[src/rtl/accumulator_stream_pkg.sv]
// Shared definitions for the streaming amplitude accumulator: FSM state
// encoding, a constant-evaluable clog2 and the lane-slice helper macro.
// Optional feature macro used by the block: ACCUMULATOR_STREAM_MEAN_OUT_EN.

`ifndef ACC_LANE
`define ACC_LANE(bus, idx, width) bus[(width)*((idx)+1)-1 -: (width)]
`endif

package accumulator_pkg;

   // ACCUM collects beats, HOLD presents a finished total until it is taken
   typedef enum logic {
      ACCUM = 1'b0,
      HOLD  = 1'b1
   } accState_e;

   // Ceiling log2, usable in parameter expressions
   function automatic int clog2(input int value);
      int result;
      result = 0;
      for (int v = value - 1; v > 0; v = v >> 1) begin
         result++;
      end
      return result;
   endfunction

endpackage

[src/rtl/accumulator_stream_if.sv]
// Stream bundle for the accumulator: amplitude beats in, vector totals out.
// The out_mean signal only exists when ACCUMULATOR_STREAM_MEAN_OUT_EN is defined.

interface accumulator_stream_if #(
   parameter int NUM_QUBIT  = 4,
   parameter int DATA_WIDTH = 32,
   parameter int LANES      = 4
);
   localparam int SUM_W = DATA_WIDTH + NUM_QUBIT;

   logic                        in_valid;
   logic                        in_ready;
   logic [LANES*DATA_WIDTH-1:0] in_data;
   logic                        out_valid;
   logic                        out_ready;
   logic [SUM_W-1:0]            out_sum;
`ifdef ACCUMULATOR_STREAM_MEAN_OUT_EN
   logic [DATA_WIDTH-1:0]       out_mean;

   modport master (
      output in_valid, in_data, out_ready,
      input  in_ready, out_valid, out_sum, out_mean
   );

   modport slave (
      input  in_valid, in_data, out_ready,
      output in_ready, out_valid, out_sum, out_mean
   );
`else
   modport master (
      output in_valid, in_data, out_ready,
      input  in_ready, out_valid, out_sum
   );

   modport slave (
      input  in_valid, in_data, out_ready,
      output in_ready, out_valid, out_sum
   );
`endif

endinterface

[src/rtl/accumulator_stream_lane_sum.sv]
// Combinational adder tree for one input beat: every lane is sign-extended
// to the full sum width before being added, so no intermediate overflow.

module lane_sum #(
   parameter int LANES      = 4,
   parameter int DATA_WIDTH = 32,
   parameter int SUM_W      = 36
) (
   input  logic [LANES*DATA_WIDTH-1:0] data_i,
   output logic [SUM_W-1:0]            sum_o
);

   // Walk the lanes, widening each signed amplitude before accumulating it
   always_comb begin
      sum_o = '0;
      for (int j = 0; j < LANES; j++) begin
         sum_o = sum_o + SUM_W'($signed(`ACC_LANE(data_i, j, DATA_WIDTH)));
      end
   end

endmodule

[src/rtl/accumulator_stream.sv]
// Streaming accumulator: sums 2**NUM_QUBIT signed amplitudes arriving LANES
// per beat and hands one registered total per vector to the diffusion stage.
// Define ACCUMULATOR_STREAM_MEAN_OUT_EN to also produce the registered mean.

module accumulator_stream
   import accumulator_pkg::*;
#(
   parameter int NUM_QUBIT  = 4,
   parameter int DATA_WIDTH = 32,
   parameter int LANES      = 4
) (
   input  logic                clk,
   input  logic                rst_n,
   input  logic                clr,
   accumulator_stream_if.slave s
);

   localparam int SUM_W    = DATA_WIDTH + NUM_QUBIT;
   localparam int BEATS    = (2 ** NUM_QUBIT) / LANES;
   localparam int CNT_BITS = clog2(BEATS);
   localparam int CNT_W    = (CNT_BITS > 1) ? CNT_BITS : 1;

   accState_e        state_q, state_d;
   logic [SUM_W-1:0] acc_q, acc_d;
   logic [SUM_W-1:0] outSum_q, outSum_d;
   logic [CNT_W-1:0] cnt_q, cnt_d;
   logic             outValid_q, outValid_d;
   logic [SUM_W-1:0] beatSum;
   logic [SUM_W-1:0] total;
   logic             inReady;
   logic             beatFire;
   logic             lastBeat;
`ifdef ACCUMULATOR_STREAM_MEAN_OUT_EN
   logic [DATA_WIDTH-1:0] outMean_q, outMean_d;
`endif

   lane_sum #(
      .LANES      (LANES),
      .DATA_WIDTH (DATA_WIDTH),
      .SUM_W      (SUM_W)
   ) u_lane_sum (
      .data_i (s.in_data),
      .sum_o  (beatSum)
   );

   // Handshake decode: a held result that is being consumed frees the input
   // in the same cycle, which keeps back-to-back vectors at full throughput
   always_comb begin
      inReady  = (state_q == ACCUM) || ((state_q == HOLD) && s.out_ready);
      beatFire = s.in_valid && inReady;
      lastBeat = (cnt_q == CNT_W'(BEATS - 1));
      total    = acc_q + beatSum;
   end

   // Next-state logic: flush wins, then retirement of a held result, then
   // the accepted beat (which may immediately produce the next result)
   always_comb begin
      state_d    = state_q;
      acc_d      = acc_q;
      cnt_d      = cnt_q;
      outValid_d = outValid_q;
      outSum_d   = outSum_q;
`ifdef ACCUMULATOR_STREAM_MEAN_OUT_EN
      outMean_d  = outMean_q;
`endif
      if (clr) begin
         acc_d      = '0;
         cnt_d      = '0;
         outValid_d = 1'b0;
         state_d    = ACCUM;
      end else begin
         if ((state_q == HOLD) && s.out_ready) begin
            outValid_d = 1'b0;
            state_d    = ACCUM;
         end
         if (beatFire) begin
            if (lastBeat) begin
               outSum_d   = total;
`ifdef ACCUMULATOR_STREAM_MEAN_OUT_EN
               outMean_d  = DATA_WIDTH'($signed(total) >>> NUM_QUBIT);
`endif
               acc_d      = '0;
               cnt_d      = '0;
               outValid_d = 1'b1;
               state_d    = HOLD;
            end else begin
               acc_d = total;
               cnt_d = cnt_q + CNT_W'(1);
            end
         end
      end
   end

   // State and datapath registers, cleared asynchronously by rst_n
   always_ff @(posedge clk or negedge rst_n) begin
      if (!rst_n) begin
         state_q    <= ACCUM;
         acc_q      <= '0;
         cnt_q      <= '0;
         outValid_q <= 1'b0;
         outSum_q   <= '0;
`ifdef ACCUMULATOR_STREAM_MEAN_OUT_EN
         outMean_q  <= '0;
`endif
      end else begin
         state_q    <= state_d;
         acc_q      <= acc_d;
         cnt_q      <= cnt_d;
         outValid_q <= outValid_d;
         outSum_q   <= outSum_d;
`ifdef ACCUMULATOR_STREAM_MEAN_OUT_EN
         outMean_q  <= outMean_d;
`endif
      end
   end

   assign s.in_ready  = inReady;
   assign s.out_valid = outValid_q;
   assign s.out_sum   = outSum_q;
`ifdef ACCUMULATOR_STREAM_MEAN_OUT_EN
   assign s.out_mean  = outMean_q;
`endif

endmodule

[src/flat_wrapper.sv]
// flat-port wrapper written by rule: the top's interface ports become plain ports
module accumulator_stream_flat import accumulator_pkg::*;
#(
   parameter int NUM_QUBIT  = 4,
   parameter int DATA_WIDTH = 32,
   parameter int LANES      = 4
)
  (clk, rst_n, clr, s_in_valid, s_in_data, s_out_ready, s_in_ready, s_out_valid, s_out_sum);
  accumulator_stream_if #(.NUM_QUBIT(NUM_QUBIT), .DATA_WIDTH(DATA_WIDTH), .LANES(LANES)) s_i ();
  input  logic clk;
  input  logic rst_n;
  input  logic clr;
  input wire logic [$bits(s_i.in_valid)-1:0] s_in_valid;
  input wire logic [$bits(s_i.in_data)-1:0] s_in_data;
  input wire logic [$bits(s_i.out_ready)-1:0] s_out_ready;
  output wire logic [$bits(s_i.in_ready)-1:0] s_in_ready;
  output wire logic [$bits(s_i.out_valid)-1:0] s_out_valid;
  output wire logic [$bits(s_i.out_sum)-1:0] s_out_sum;
  assign s_i.in_valid = s_in_valid;
  assign s_i.in_data = s_in_data;
  assign s_i.out_ready = s_out_ready;
  assign s_in_ready = s_i.in_ready;
  assign s_out_valid = s_i.out_valid;
  assign s_out_sum = s_i.out_sum;
  accumulator_stream #(.NUM_QUBIT(NUM_QUBIT), .DATA_WIDTH(DATA_WIDTH), .LANES(LANES)) u_core (.clk(clk), .rst_n(rst_n), .clr(clr), .s(s_i));
endmodule
[config.mk]
export PLATFORM = sky130hd
export DESIGN_NAME = accumulator_stream_flat
export DESIGN_NICKNAME = d
export VERILOG_FILES = /design/src/rtl/accumulator_stream_pkg.sv /design/src/rtl/accumulator_stream_if.sv /design/src/rtl/accumulator_stream_lane_sum.sv /design/src/rtl/accumulator_stream.sv /design/src/flat_wrapper.sv
export SDC_FILE = /design/constraint.sdc
export NUM_CORES = 1
export LEC_CHECK = 0
export ABC_CLOCK_PERIOD_IN_PS = 4850
export CAP_MARGIN = 20
export CELL_PAD_IN_SITES_DETAIL_PLACEMENT = 0
export CELL_PAD_IN_SITES_GLOBAL_PLACEMENT = 1
export CORE_UTILIZATION = 43
export CTS_CLUSTER_DIAMETER = 200
export DETAILED_ROUTE_END_ITERATION = 8
export GPL_TIMING_DRIVEN = 1
export MAX_ROUTING_LAYER = met4
export PLACE_DENSITY_LB_ADDON = 0.05
export SYNTH_ARGS = -nofsm -noshare
export SYNTH_HDL_FRONTEND = slang
export SYNTH_SLANG_ARGS = --single-unit
export TNS_END_PERCENT = 5
[constraint.sdc]
create_clock -name clk -period 4.85 [get_ports clk]
set_input_delay 0.7275 -clock clk [delete_from_list [all_inputs] [get_ports clk]]
set_output_delay 0.7275 -clock clk [all_outputs]
set_load 0.03 [all_outputs]
==> flow_summary.yaml <==
yosys:
  synth-main-ff-cell: "dfrtp_1"
  synth.distinct_cells: 64
  seq_area_frac_synth_pct: 22.88
  synthXorXnorAreaFrac_pct: 6.097
  synth-compound-area-share_pct: 20.17
  synth-seq-cells: 76
  synth_top_family_by_area: "adder cells"
  synth_cells: 925
  synthMuxAreaShare_pct: 4.832
  yosys_warnings: 0
  syn_avg_cell_area_um2: 8.986
  synthesis.area_um2: 8312
  synth-adder-area-share_pct: 26.58
  synth_edf_count: 0
  yosys.area_share.simple_pct: 10.31
  synthesis.nets: 1195
  synthArstFlopShare_pct: 100.0
clock_tree:
  clk_pin_slew_ns: 0.06
  ctsLongestPathBuffers: 2
  root_buffer: "clkbuf_16"
  numCtsBuffers: 9
  htree_num_levels: 3
  clk_latency_ns: 0.34
  cts.sinks: 76
  cts_hold_buf: 0
  cts_tree: "yes"
route:
  antenna_left: 0
  wl_per_cell_um: 13.75
  wl_um: 21510
  drcViolationCount: 0
  first_iter_violations: 257
  first_pass_iters: 4
  via_count: 7812
  vias_per_cell: 4.992
global_routing:
  globalRouteOverflowTotal: 0
  grt_pass1_vias: 8014
  antenna_found_initial: 0
  grt_max_degree: 77
  grt_pass1_wl_um: 35910
  grt_usage_pct: 22.95
timing:
  drv_slew: 0
  fin_skew_ns: 0.006380
  finalSetupViolations: 46
  fin_crit_ns: 5.738
  maxSlewHeadroom_pct: 35.32
  max_freq_mhz: 174.3
  rsz0062_at_grt: "yes"
  layout_setup_ws_ns: -0.8884
  fin_crit_sh_pct: 118.3
  tns_ns: -22.61
  worst_pin_slew_ns: 0.9701
  hold_viol: 0
pwr:
  vdd_ir_drop_max_mv: 0.3383
  total_leakage_power_nw: 6.485
  powerDensity_nw_per_um2: 645.0
layout:
  syn2layout_area_growth_pct: 54.82
  regArea_um2: 1902
  fin_util_pct: 68.34
  multi_input_area_um2: 6336
  num_antenna_cells: 0
  drive_above_1_share_pct: 31.11
  fill_cells: 1598
  nNetsFinal: 1570
die:
  core_area_um2: 18830
  die_x_um: 141.0
  start_util_pct: 44.14
  rows: 50
  dieArea_um2: 19890
  ios: 171
  die_y_um: 141.0
critical_path:
  worstSetupStartpointType: "input pin"
  path_delay_family: "compound AO/OA/AOI/OAI gates"
  cpMaxStageDelayCell: "fa_1"
  crit_fanout: 3
  crit_arrival_ns: 5.97
  crit_type: "in -> reg"
  critPathRequiredTime_ns: 5.08
  end_kind: "flip-flop"
  path_buf_inv: 6
  worst_path_most_repeated_cell: "buf_4"
  critPathMaxStageDelay_ns: 0.52
placed_design:
  numPortBuffers: 170
  dp_hpwl_um: 16970
  preCtsSetupSlack_ns: -1.903
  routabilityCongestion: 0.8627
job:
  cap_violations: 0
min_path:
  hp-class: "reg -> reg"
run_status:
  failed_checks: "negative setup slack"
  status: "complete, but fails checks"
## what timing repair did
item / in CTS / in global routing
pin swaps: 89 / 45
endpoints found under the setup margin: 54 / 53
resized for setup: 153 / 47
buffers inserted: 10 / 4
## state kept, by name (all words and copies together), names as in the netlist
signal              cells
u_core.acc_q           36
u_core.cnt_q            2
u_core.s.out_sum       36
u_core.s.out_valid      1
u_core.state_q          1
## worst register-to-register path, cell delays in order, from the launching register on
cell       delay [ns]
dfrtp_1          0.35
ha_1             0.22
inv_1            0.07
fa_1             0.39
nor2b_1          0.17
o2111ai_1        0.20
a21oi_2          0.23
o21ai_1          0.13
a21o_1           0.20
a21oi_1          0.15
o21ai_1          0.07
buf_4            0.15
or4b_1           0.46
nand3_1          0.08
## final timing paths
kind | start | to | slack [ns] | cells past startpoint
worst max-delay path | s_in_data[41] | u_core.s.out_sum[35] | -0.89 | 25
worst min register to register | u_core.s.out_sum[1] | u_core.s.out_sum[1] | 0.49 | 2
worst max register to register | u_core.acc_q[0] | u_core.acc_q[32] | 1.93 | 13
max in group asynchronous | rst_n | u_core.s.out_sum[12] | 3.69 | 1
min in group asynchronous | rst_n | u_core.s.out_sum[31] | 0.55 | 1
worst min-delay path | u_core.s.out_sum[1] | u_core.s.out_sum[1] | 0.49 | 2
## cell families after synthesis
| family | after synthesis |
|---|---|
| AO/OA/AOI/OAI | 245 |
| XOR/XNOR | 57 |
| adder cells (fa/ha/maj) | 137 |
| buffers and inverters | 199 |
| flip-flops | 76 |
| multiplexers | 36 |
| AND/OR/NAND/NOR | 175 |
## power by group
part           leakage, nW  total, mW  switching (mW)  internal, mW
Combinational         5.32       6.66            3.26          3.40
Clock                0.150      0.695           0.280         0.415
Sequential            1.02      0.947           0.119         0.829
## per-stage QoR
stage               cells  hold slack [ns]  area, um^2  power [mW]
CTS                  1560           0.4926       12600       8.061
floorplan             925           0.4319        8343       4.371
detailed placement   1534           0.4787       11810       6.844
global route         1565           0.5222       12870       9.003
finish               1565           0.4874       12870       8.300
global placement     1534           0.4704       11810       6.797
## synth_stat cells (6+ instances only)
library cell  instances  share of area [%]
nor2b_1               7               0.53
a21o_1               34                3.1
nand3_1              14               0.84
nor2_1               44                2.0
nand2b_1              6               0.45
dfrtp_1              76                 23
o21a_1               11               0.99
o21bai_1              6               0.54
clkbuf_1             19               0.86
ha_1                 71                 11
fa_1                 66                 16
mux2_2               30                4.1
nand2_1              46                2.1
o21ai_0              28                1.7
nor3_1               14               0.84
xnor2_1              36                3.8
xor2_1               20                2.1
and3_1                8               0.60
inv_1               174                7.9
a31oi_1               8               0.60
o21ai_1              15               0.90
a22o_1               32                3.4
o31ai_1               6               0.54
nand4_1              13               0.98
a21oi_1              67                4.0
## layer usage
| layer | wire [um] | global-route usage [%] |
|---|---|---|
| met2 | 11250 | 41.63 |
| met5 | 0 | - |
| met1 | 9292 | 27.04 |
| met4 | 257 | 5.892 |
| met3 | 706 | 2.412 |
## layout make-up
class	count	area share [%]
Multi-Input combinational cell	650	49.24
Timing Repair Buffer	389	25.96
Sequential cell	76	14.78
Inverter	174	5.134
Tap cell	260	2.528
Clock buffer	11	1.886
Clock inverter	5	0.4764
## cell usage in the layout, fill, tap and decap left out, drive strengths merged, types with 4 or more instances in the layout
cell type / n
o31ai: 6
buf: 226
dfrtp: 76
xor2: 21
a22o: 32
clkdlybuf4s50: 134
mux2: 33
and2: 5
a21oi: 67
nand2: 46
and3: 8
a211oi: 6
o21ai: 43
o2111ai: 5
o21bai: 6
clkbuf: 11
dlymetal6s2s: 4
clkinv: 4
nand3: 14
nor2b: 7
a31oi: 8
a21o: 35
nor2: 44
xnor2: 36
inv: 174
dlygate4sd2: 25
nor3: 14
nand2b: 6
ha: 71
nor4: 4
fa: 66
nand4: 13
o21a: 11
Note: power is estimated with default switching activity, not from simulation.
